**src/rtl/ram_arb_pkg.sv**
```systemverilog
// Shared types and default parameters for the RAM port arbiter.
package ram_arb_pkg;

  typedef enum logic [2:0] {
    IDLE,
    ISSUE,
    WAIT,
    DONE,
    ERR
  } arb_state_e;

  localparam int DEF_NUM_REQ     = 4;
  localparam int DEF_ADDR_W      = 11;
  localparam int DEF_DATA_W      = 8;
  localparam int DEF_PART_BASE   = 0;
  localparam int DEF_PART_LIMIT  = 1023;
  localparam int DEF_ACK_TIMEOUT = 7;

endpackage

```
**src/rtl/rr_picker.sv**
```systemverilog
// Combinational round-robin selector: first requester at or after ptr, cyclic.
module rr_picker #(
  parameter  int NUM_REQ = 4,
  localparam int IDX_W   = $clog2(NUM_REQ)
) (
  input  logic [NUM_REQ-1:0] req,
  input  logic [IDX_W-1:0]   ptr,
  output logic [NUM_REQ-1:0] onehot,
  output logic [IDX_W-1:0]   idx,
  output logic               any
);

  // Two passes: [ptr, NUM_REQ-1] first, then wrap to [0, ptr-1].
  always_comb begin
    onehot = '0;
    idx    = '0;
    any    = 1'b0;
    for (int unsigned i = 0; i < NUM_REQ; i++) begin
      if (!any && req[i] && (i >= 32'(ptr))) begin
        any       = 1'b1;
        onehot[i] = 1'b1;
        idx       = IDX_W'(i);
      end
    end
    for (int unsigned i = 0; i < NUM_REQ; i++) begin
      if (!any && req[i]) begin
        any       = 1'b1;
        onehot[i] = 1'b1;
        idx       = IDX_W'(i);
      end
    end
  end

endmodule

```
**src/rtl/ram_port_arbiter.sv**
```systemverilog
// Round-robin arbiter sharing one RAM port among NUM_REQ requesters,
// with partition bounds check and write-ack timeout.
module ram_port_arbiter
  import ram_arb_pkg::*;
#(
  parameter int NUM_REQ     = DEF_NUM_REQ,
  parameter int ADDR_W      = DEF_ADDR_W,
  parameter int DATA_W      = DEF_DATA_W,
  parameter int PART_BASE   = DEF_PART_BASE,
  parameter int PART_LIMIT  = DEF_PART_LIMIT,
  parameter int ACK_TIMEOUT = DEF_ACK_TIMEOUT
) (
  input  logic                      clk,
  input  logic                      reset,
  input  logic [NUM_REQ-1:0]        req,
  input  logic [NUM_REQ-1:0]        we,
  input  logic [NUM_REQ*ADDR_W-1:0] addr,
  input  logic [NUM_REQ*DATA_W-1:0] wdata,
  output logic [NUM_REQ-1:0]        gnt,
  output logic [NUM_REQ-1:0]        done,
  output logic                      err,
  output logic [DATA_W-1:0]         rdata,
  output logic                      mem_wr_en,
  output logic                      mem_rd_en,
  output logic [ADDR_W-1:0]         mem_addr,
  output logic [DATA_W-1:0]         mem_data,
  input  logic                      mem_wr_ack,
  input  logic [DATA_W-1:0]         mem_rd_data
);

  localparam int IDX_W = $clog2(NUM_REQ);

  typedef logic signed [ADDR_W:0] saddr_t;
  localparam saddr_t BASE_S  = saddr_t'(PART_BASE);
  localparam saddr_t LIMIT_S = saddr_t'(PART_LIMIT);

  arb_state_e         state;
  logic [IDX_W-1:0]   rr_ptr;
  logic [IDX_W-1:0]   idx_q;
  logic [IDX_W-1:0]   pick_idx;
  logic [NUM_REQ-1:0] pick_onehot;
  logic               pick_any;
  logic               we_q;
  logic [ADDR_W-1:0]  addr_q;
  logic [DATA_W-1:0]  data_q;
  logic               sel_we;
  logic [ADDR_W-1:0]  sel_addr;
  logic [DATA_W-1:0]  sel_wdata;
  logic               in_range;
  logic [3:0]         tmo_cnt;
  logic [NUM_REQ-1:0] idx_onehot;
  logic [IDX_W-1:0]   next_ptr;

  rr_picker #(.NUM_REQ(NUM_REQ)) u_picker (
    .req    (req),
    .ptr    (rr_ptr),
    .onehot (pick_onehot),
    .idx    (pick_idx),
    .any    (pick_any)
  );

  always_comb begin
    sel_we    = 1'b0;
    sel_addr  = '0;
    sel_wdata = '0;
    for (int unsigned i = 0; i < NUM_REQ; i++) begin
      if (pick_onehot[i]) begin
        sel_we    = we[i];
        sel_addr  = addr[i*ADDR_W +: ADDR_W];
        sel_wdata = wdata[i*DATA_W +: DATA_W];
      end
    end
  end

  // Signed compare with one extra bit keeps a zero base from folding to constant.
  assign in_range   = (saddr_t'({1'b0, sel_addr}) >= BASE_S) &&
                      (saddr_t'({1'b0, sel_addr}) <= LIMIT_S);
  assign idx_onehot = NUM_REQ'(1) << idx_q;
  assign next_ptr   = (idx_q == IDX_W'(NUM_REQ - 1)) ? '0 : idx_q + 1'b1;
  assign mem_addr   = addr_q;
  assign mem_data   = data_q;

  always_ff @(posedge clk or negedge reset) begin
    if (!reset) begin
      state     <= IDLE;
      rr_ptr    <= '0;
      idx_q     <= '0;
      we_q      <= 1'b0;
      addr_q    <= '0;
      data_q    <= '0;
      tmo_cnt   <= '0;
      gnt       <= '0;
      done      <= '0;
      err       <= 1'b0;
      rdata     <= '0;
      mem_wr_en <= 1'b0;
      mem_rd_en <= 1'b0;
    end else begin
      gnt       <= '0;
      done      <= '0;
      err       <= 1'b0;
      mem_wr_en <= 1'b0;
      mem_rd_en <= 1'b0;
      case (state)
        IDLE: begin
          if (pick_any) begin
            idx_q  <= pick_idx;
            we_q   <= sel_we;
            addr_q <= sel_addr;
            data_q <= sel_wdata;
            gnt    <= pick_onehot;
            if (in_range) begin
              mem_wr_en <= sel_we;
              mem_rd_en <= !sel_we;
              state     <= ISSUE;
            end else begin
              state <= ERR;
            end
          end
        end
        ISSUE: begin
          tmo_cnt <= '0;
          state   <= WAIT;
        end
        WAIT: begin
          if (!we_q) begin
            rdata <= mem_rd_data;
            done  <= idx_onehot;
            state <= DONE;
          end else if (mem_wr_ack) begin
            done  <= idx_onehot;
            state <= DONE;
          end else if (tmo_cnt >= 4'(ACK_TIMEOUT - 1)) begin
            done  <= idx_onehot;
            err   <= 1'b1;
            state <= DONE;
          end else if (tmo_cnt != 4'hF) begin
            tmo_cnt <= tmo_cnt + 4'd1;
          end
        end
        ERR: begin
          done  <= idx_onehot;
          err   <= 1'b1;
          state <= DONE;
        end
        DONE: begin
          rr_ptr <= next_ptr;
          state  <= IDLE;
        end
        default: state <= IDLE;
      endcase
    end
  end

endmodule

```
**config.mk**
```make
export PLATFORM = sky130hd
export DESIGN_NAME = ram_port_arbiter
export DESIGN_NICKNAME = d
export VERILOG_FILES = /design/src/rtl/ram_arb_pkg.sv /design/src/rtl/rr_picker.sv /design/src/rtl/ram_port_arbiter.sv
export SDC_FILE = /design/constraint.sdc
export NUM_CORES = 1
export LEC_CHECK = 0
export CAP_MARGIN = 20
export CORE_ASPECT_RATIO = 1.1
export CORE_MARGIN = 3
export CORE_UTILIZATION = 40
export DETAILED_ROUTE_END_ITERATION = 8
export GPL_TIMING_DRIVEN = 0
export PLACE_DENSITY = 0.9
export SLEW_MARGIN = 25
export SYNTH_ARGS = -nofsm -noshare
export SYNTH_HDL_FRONTEND = slang
export SYNTH_SLANG_ARGS = --single-unit
```
**constraint.sdc**
```tcl
create_clock -name clk -period 2.2 [get_ports clk]
set_clock_uncertainty 0.1 [all_clocks]
set_input_delay 0.44 -clock clk [delete_from_list [all_inputs] [get_ports clk]]
set_output_delay 0.44 -clock clk [all_outputs]
set_load 0.01 [all_outputs]
```
# Word level (Yosys, flattened, before mapping)
# Index checks and enable logic that the tools add are counted.
[totals] reg_bits=50 in_bits=95 output_inout_bits=38 word_cells=120
[op_classes] add_sub_neg=2 magnitude_cmp=5 eq_ne=12 n_shift=1 n_mux=62 n_bitwise=1 reduce_logical=24
[op_table] op="11-bit 2-to-1 mux" count=4
[op_table] op="4-bit 2-to-1 mux" count=9
[op_table] op="8-bit 2-to-1 mux" count=4
[op_table] op="1-bit 2-to-1 mux" count=29
[op_table] op="4-bit case mux with 2 select lines" count=2
[op_table] op="3-bit 2-to-1 mux" count=5
[op_table] op="2-bit 2-to-1 mux" count=7
[op_table] op="3-bit case mux with 4 select lines" count=1
[op_table] op="11-bit by 10-bit less-or-equal comparator with 1-bit output (second input constant)" count=1
[op_table] op="1-bit logical AND" count=10
[op_table] op="2-bit inequality test (second input constant)" count=5
[op_table] op="1-bit zero test" count=8
[op_table] op="4-bit inequality test (second input constant)" count=2
[op_table] op="3-bit by 2-bit equality test with 1-bit output (second input constant)" count=2
[op_table] op="2-bit AND reduction" count=3
[op_table] op="5-bit AND reduction" count=1
[op_table] op="4-bit by 1-bit adder with 4-bit output (second input constant)" count=1
[op_table] op="1-bit by 2-bit greater-or-equal comparator with 1-bit output (first input constant)" count=2
[op_table] op="4-bit by 3-bit greater-or-equal comparator with 1-bit output (second input constant)" count=1
[op_table] op="1-bit by 2-bit << shifter with 4-bit output (first input constant)" count=1
[op_table] op="3-bit by 1-bit equality test with 1-bit output (second input constant)" count=1
[op_table] op="3-bit equality test (second input constant)" count=1
[op_table] op="3-bit zero test" count=1
[op_table] op="2-bit by 1-bit adder with 2-bit output (second input constant)" count=1
[op_table] op="5 further kinds" count=5

# Logic depth before layout (Yosys ltp)
[logic_depth] depth_word=31 mapped_depth=8 depth_no_buf=7

# Cells and area by module
# A second synthesis with hierarchy kept.
[hier_totals] cells_unflattened=303 area_unflattened_um2=2840.2
[by_module_without_submodules] module="ram_port_arbiter" n_inst=1 cells_each=270 area_each_um2=2617.5 seq_area_each_um2=1251.2
[by_module_without_submodules] module="rr_picker" n_inst=1 cells_each=33 area_each_um2=222.7 seq_area_each_um2=0.0

# Least setup slack after synthesis
# Ideal clock, no wire load.
[synth_timing] path_kind="input -> register" from="input port req[1]" to="register state[0]" setup_time_ns=0.137 arrival_time_ns=1.549 t_required_ns=1.963 path_slack_ns=0.414 cell_stages=6 path_buffers=1 path_cell_list="buf_8 > or3_1 > o311a_4 > nand3b_4 > a311oi_1 > nor3_1"
[synth_via] elab_chain_len=27 word_cells_on_any_way=39 cone_classes="order compare: 1; eq/ne: 1; mux: 21; reduce/logical: 16"
[synth_rtl] element="start, declared" line_no="ram_port_arbiter.sv:15" text="input logic [NUM_REQ-1:0] req,"
[synth_rtl] element="1-bit logical AND (2 in series)" line_no="rr_picker.sv:19" text="if (!any && req[i] && (i >= 32'(ptr))) begin"
[synth_rtl] element="1-bit 2-to-1 mux" line_no="rr_picker.sv:19"
[synth_rtl] element="1-bit zero test" line_no="rr_picker.sv:19"
[synth_rtl] element="1-bit logical AND (2 in series)" line_no="rr_picker.sv:19"
[synth_rtl] element="1-bit 2-to-1 mux" line_no="rr_picker.sv:19"
[synth_rtl] element="1-bit zero test" line_no="rr_picker.sv:19"
[synth_rtl] element="1-bit logical AND" line_no="rr_picker.sv:19"
[synth_rtl] element="1-bit 2-to-1 mux" line_no="rr_picker.sv:19"
[synth_rtl] element="[9 not listed]"
[synth_rtl] element="1-bit zero test" line_no="rr_picker.sv:26" text="if (!any && req[i]) begin"
[synth_rtl] element="1-bit logical AND" line_no="rr_picker.sv:26"
[synth_rtl] element="1-bit 2-to-1 mux" line_no="rr_picker.sv:26"
[synth_rtl] element="11-bit 2-to-1 mux" line_no="ram_port_arbiter.sv:67" text="if (pick_onehot[i]) begin"
[synth_rtl] element="11-bit by 10-bit less-or-equal comparator with 1-bit output" line_no="ram_port_arbiter.sv:77" text="(saddr_t'({1'b0, sel_addr}) <= LIMIT_S);"
[synth_rtl] element="3-bit 2-to-1 mux" line_no="ram_port_arbiter.sv:112" text="if (in_range) begin"
[synth_rtl] element="3-bit 2-to-1 mux" line_no="ram_port_arbiter.sv:106" text="if (pick_any) begin"
[synth_rtl] element="3-bit case mux with 4 select lines" line_no="ram_port_arbiter.sv:104" text="case (state)"
[synth_rtl] element="end signal, assigned" line_no="ram_port_arbiter.sv:85" text="state <= IDLE;"
[synth_rtl] element="end signal, assigned" line_no="ram_port_arbiter.sv:115" text="state <= ISSUE;"
[synth_rtl] element="end signal, assigned" line_no="ram_port_arbiter.sv:117" text="state <= ERR;"
[synth_rtl] element="end, declared" line_no="ram_port_arbiter.sv:37" text="arb_state_e state;"
# Several ways; a longest one is shown, not always the timed one. The select of a mux whose other input is x is not followed.
# A chain may end at the register's enable or synchronous reset.

# Final worst setup path
[layout_timing] from="input port req[2]" to="register addr_q[6], in the netlist mem_addr[6]"
[layout_via] elab_chain_len=19 word_cells_on_any_way=29 cone_classes="mux: 16; reduce/logical: 13"
[layout_rtl] element="1-bit logical AND (2 in series)" line_no="rr_picker.sv:19"
[layout_rtl] element="1-bit 2-to-1 mux" line_no="rr_picker.sv:19"
[layout_rtl] element="1-bit zero test" line_no="rr_picker.sv:19"
[layout_rtl] element="1-bit logical AND" line_no="rr_picker.sv:19"
[layout_rtl] element="1-bit 2-to-1 mux" line_no="rr_picker.sv:19"
[layout_rtl] element="1-bit zero test" line_no="rr_picker.sv:26"
[layout_rtl] element="1-bit logical AND" line_no="rr_picker.sv:26"
[layout_rtl] element="1-bit 2-to-1 mux" line_no="rr_picker.sv:26"
[layout_rtl] element="[2 not listed]"
[layout_rtl] element="1-bit 2-to-1 mux" line_no="rr_picker.sv:26"
[layout_rtl] element="1-bit zero test" line_no="rr_picker.sv:26"
[layout_rtl] element="1-bit logical AND" line_no="rr_picker.sv:26"
[layout_rtl] element="1-bit 2-to-1 mux" line_no="rr_picker.sv:26"
[layout_rtl] element="1-bit zero test" line_no="rr_picker.sv:26"
[layout_rtl] element="1-bit logical AND" line_no="rr_picker.sv:26"
[layout_rtl] element="1-bit 2-to-1 mux" line_no="rr_picker.sv:26"
[layout_rtl] element="11-bit 2-to-1 mux / 2-bit AND reduction (equally long branches)"
[layout_rtl] element="end signal, assigned" line_no="ram_port_arbiter.sv:109" text="addr_q <= sel_addr;"
[layout_rtl] element="end, declared" line_no="ram_port_arbiter.sv:44" text="logic [ADDR_W-1:0] addr_q;"
# Several ways; a longest one is shown, not always the timed one.

==> metrics list <==
- After synthesis, the netlist uses 56 different library cells.
- Clock transition at the registers of the reported paths: about 100 ps
- Sequential elements use between 40% and 50% of the synthesized area.
- Worst hold slack: slightly below 50 ps
- The final hold violation count came to 0.
- In this run the tool buffered the top-level ports with 131 buffer cells.
- The die is 84.5 um wide.
- The H-tree generated during clock tree synthesis spans 2 levels.
- Violations in the final reports: design-rule violations
- Number of placement rows: 30
- Slew HR: 57.6%
- Share of flip-flops with an asynchronous set or reset after synthesis: 100%
- Cell area after technology mapping: 2710 um2
- The worst setup path is captured at a flop.
- Critical Setup Path Class: input pin to flop
- Post-CTS setup buffers: 0
- Final number of max-transition violations: 0
* Number of detailed-route iterations in the first pass: 9
* Aggregate negative setup slack: 0 ps
- Setup repair after global routing left no endpoint under its margin.
- Die Footprint: 7800 um2
- CP arrival: 2100 ps
- The run finished, with violations left.
- The first global-routing pass estimated 13,200 um of wire.
* Number of hold buffers added after CTS: 0
- Half-perimeter wire length after placement: 6300 um
- Leftover overflow at the end of global routing: 0
- RePlAce Congestion: about 0.82
- Startpoint types: input pin
* Vertical die dimension: 92.3 um
- Using the TritonRoute via totals, the vias-per-cell ratio works out to roughly 5.6.
- Post-synth EDFFs: 0
* Flip-flop and latch count after synthesis: 50
* Mean Syn Cell Area: 10.8 um2
- Maximum clock insertion buffer count: 2
- Setup violations remaining at the end of the flow were counted as 0.
- Post-layout util: 66.5%
* Via count of the first global-routing pass: about 2,800
* Data required, critical path: 2270 ps
- The detailed router finished its first iteration with 176 violations.
* Total routing usage reported by global routing: 21.3%
- For this design the top-level I/O count stands at 133.
- Number of antenna violations at the first check in global routing: 0
* Final layout net count: 490
- Dividing total power by cell area gives a power density of between 1000 and 1500 nW/um2.
- Number of antenna-violating nets in the routed design: 0
- Derived from the worst setup path, the maximum achievable clock frequency is 494 MHz.
- Fraction of final layout cells sized beyond drive strength 1: 13.6%
- CTS saw 50 sinks.
* Placeable Area: ~6400 um2
- The cell sitting at the root of the clock tree is a clkbuf_8.
* Worst min-delay path category: input pin to asynchronous set/reset pin
- The number of clock buffers added by TritonCTS is 5.
- For the pin with the worst max-slew slack, the measured transition is between 600 and 700 ps.
- Leakage power: roughly 1.7 nW
- Maximum number of pins on one net before global-route repair: 51
- Max-cap violations in this run came to 0.
- In the synthesized netlist the dominant register cell turns out to be dfrtp_1.
* Clk Latency, worst-skew pair: 310 ps
* Overall power consumption: between 5 and 6 mW
- Along the worst path, the maximum fanout reaches 10.
* Detail-routed net length per standard cell: 17.5 um
* Starting utilization of the core area: 42.5%
* Maximum resistive drop on vdd: 0.757 mV
* Fin crit share: roughly 90%
- The Yosys step of the flow raised 0 warnings.
* Synthesized netlist net count: about 350
- TritonCTS built the clock tree.
- The cell count after synthesis came out at 251.
- For this run, design rule violations remaining after detail routing come to 1.
* Final design instance area without fill: 4240 um2
- In this run the cell area measured after placement is 4120 um2.
- After clock tree synthesis, the repair step resized 2 gates.
* Area growth from synthesis to layout: 56.6%
- The clock period could shrink to 2020 ps.
* Vias post-DR: 2,642
- The number of antenna diodes in the final layout is 0.
- Wire length reported by the detailed router: between 8000 and 9000 um
power by group:
group / internal, mW / switching [mW] / total, mW
combinational: 1.50 / 1.47 / 2.97
sequential: 1.33 / 0.238 / 1.57
clock: 0.341 / 0.323 / 0.665
total: 3.18 / 2.03 / 5.21
sequential cells by signal (all words and copies together) (netlist names):
| register | cells |
|---|---|
| rdata | 8 |
| mem_data | 8 |
| we_q | 1 |
| rr_ptr | 2 |
| state | 3 |
| gnt | 4 |
| err | 1 |
| mem_wr_en | 1 |
| mem_addr | 11 |
| done | 4 |
| tmo_cnt | 4 |
| mem_rd_en | 1 |
| idx_q | 2 |
cell usage in the layout (no fill, tap or decap), types with 2 or more instances in the layout:
cell / instances
and2_1: 7
buf_4: 2
nor2b_1: 3
o21ai_0: 9
inv_1: 5
o21ai_1: 2
dfrtp_1: 50
buf_2: 6
o31ai_1: 2
buf_6: 4
o2bb2ai_1: 4
clkbuf_1: 2
nand2_1: 7
clkbuf_8: 6
a222oi_1: 17
nand3b_1: 2
nor3_2: 2
buf_8: 2
clkdlybuf4s50_1: 127
mux2_2: 9
a21oi_1: 39
nor2_1: 26
nor3_1: 7
dlygate4sd2_1: 2
ha_1: 6
nand2b_1: 5
kinds of logic after synthesis:
logic type               after synthesis  synth area share (%)
adder cells (fa/ha/maj)                6                  2.77
buffers and inverters                 23                  5.96
AO/OA/AOI/OAI                         89                  24.5
multiplexers                          10                  4.29
AND/OR/NAND/NOR                       72                  16.0
flip-flops                            50                  46.2
XOR/XNOR                               1                 0.323
final cells by class:
| class | count | area, um2 |
|---|---|---|
| fill | 515 | 2140 |
| multi-input combinational | 178 | 1310 |
| timing repair buffer | 131 | 1310 |
| sequential | 50 | 1250 |
| buffer | 17 | 139 |
| tap | 80 | 100 |
| clock buffer | 5 | 68.8 |
| clock inverter | 3 | 43.8 |
| inverter | 6 | 22.5 |
Yosys cell counts (2+ instances only):
cell type | count | share of area [%]
buf_2 | 6 | 1.1
ha_1 | 6 | 2.8
dfrtp_1 | 50 | 46
o31ai_1 | 2 | 0.55
clkbuf_1 | 2 | 0.28
nand3b_1 | 2 | 0.55
inv_1 | 5 | 0.69
nor3_2 | 2 | 0.74
nor2b_1 | 3 | 0.69
and2_1 | 7 | 1.6
buf_8 | 2 | 1.1
nor2_1 | 26 | 3.6
mux2_2 | 9 | 3.7
a221oi_2 | 2 | 1.1
a222oi_1 | 17 | 6.3
nor3_1 | 7 | 1.3
nand2b_1 | 5 | 1.2
buf_6 | 4 | 1.7
o2bb2ai_1 | 4 | 1.3
o21ai_0 | 10 | 1.8
nand2_1 | 7 | 0.97
a21oi_1 | 39 | 7.2
critical path, stage by stage:
cell,delay (ps)
dlygate4sd2_1,410
nor2_1,110
o21ai_2,340
nor2_2,170
buf_6,190
a222oi_1,310
a21oi_1,120
metrics by stage:
stage	instances	setup WS (ps)
finish	470	175
CTS	470	41.3
detailed placement	462	-357
global placement	462	-881
global route	470	86.4
floorplan	251	414
layer usage:
metal	track usage, %	wire, um	vias up
met5	0	0	-
met4	8.71	226	0
met3	4.72	660	18
met2	38.3	4360	150
met1	24.2	2970	1260
li1	-	-	1214
worst paths after layout:
kind / start / to / slack [ps] / cells after the start
worst max-delay path: req[2] / mem_addr[6] / 180 / 7
worst min-delay path: reset / idx_q[0] / 50 / 1
worst max register to register: rr_ptr[0] / mem_addr[9] / 200 / 6
worst min register to register: rdata[7] / rdata[7] / 410 / 1
max in group asynchronous: reset / tmo_cnt[3] / 1520 / 1
min in group clk: rdata[7] / rdata[7] / 410 / 1
(Power assumes the default switching activity.)
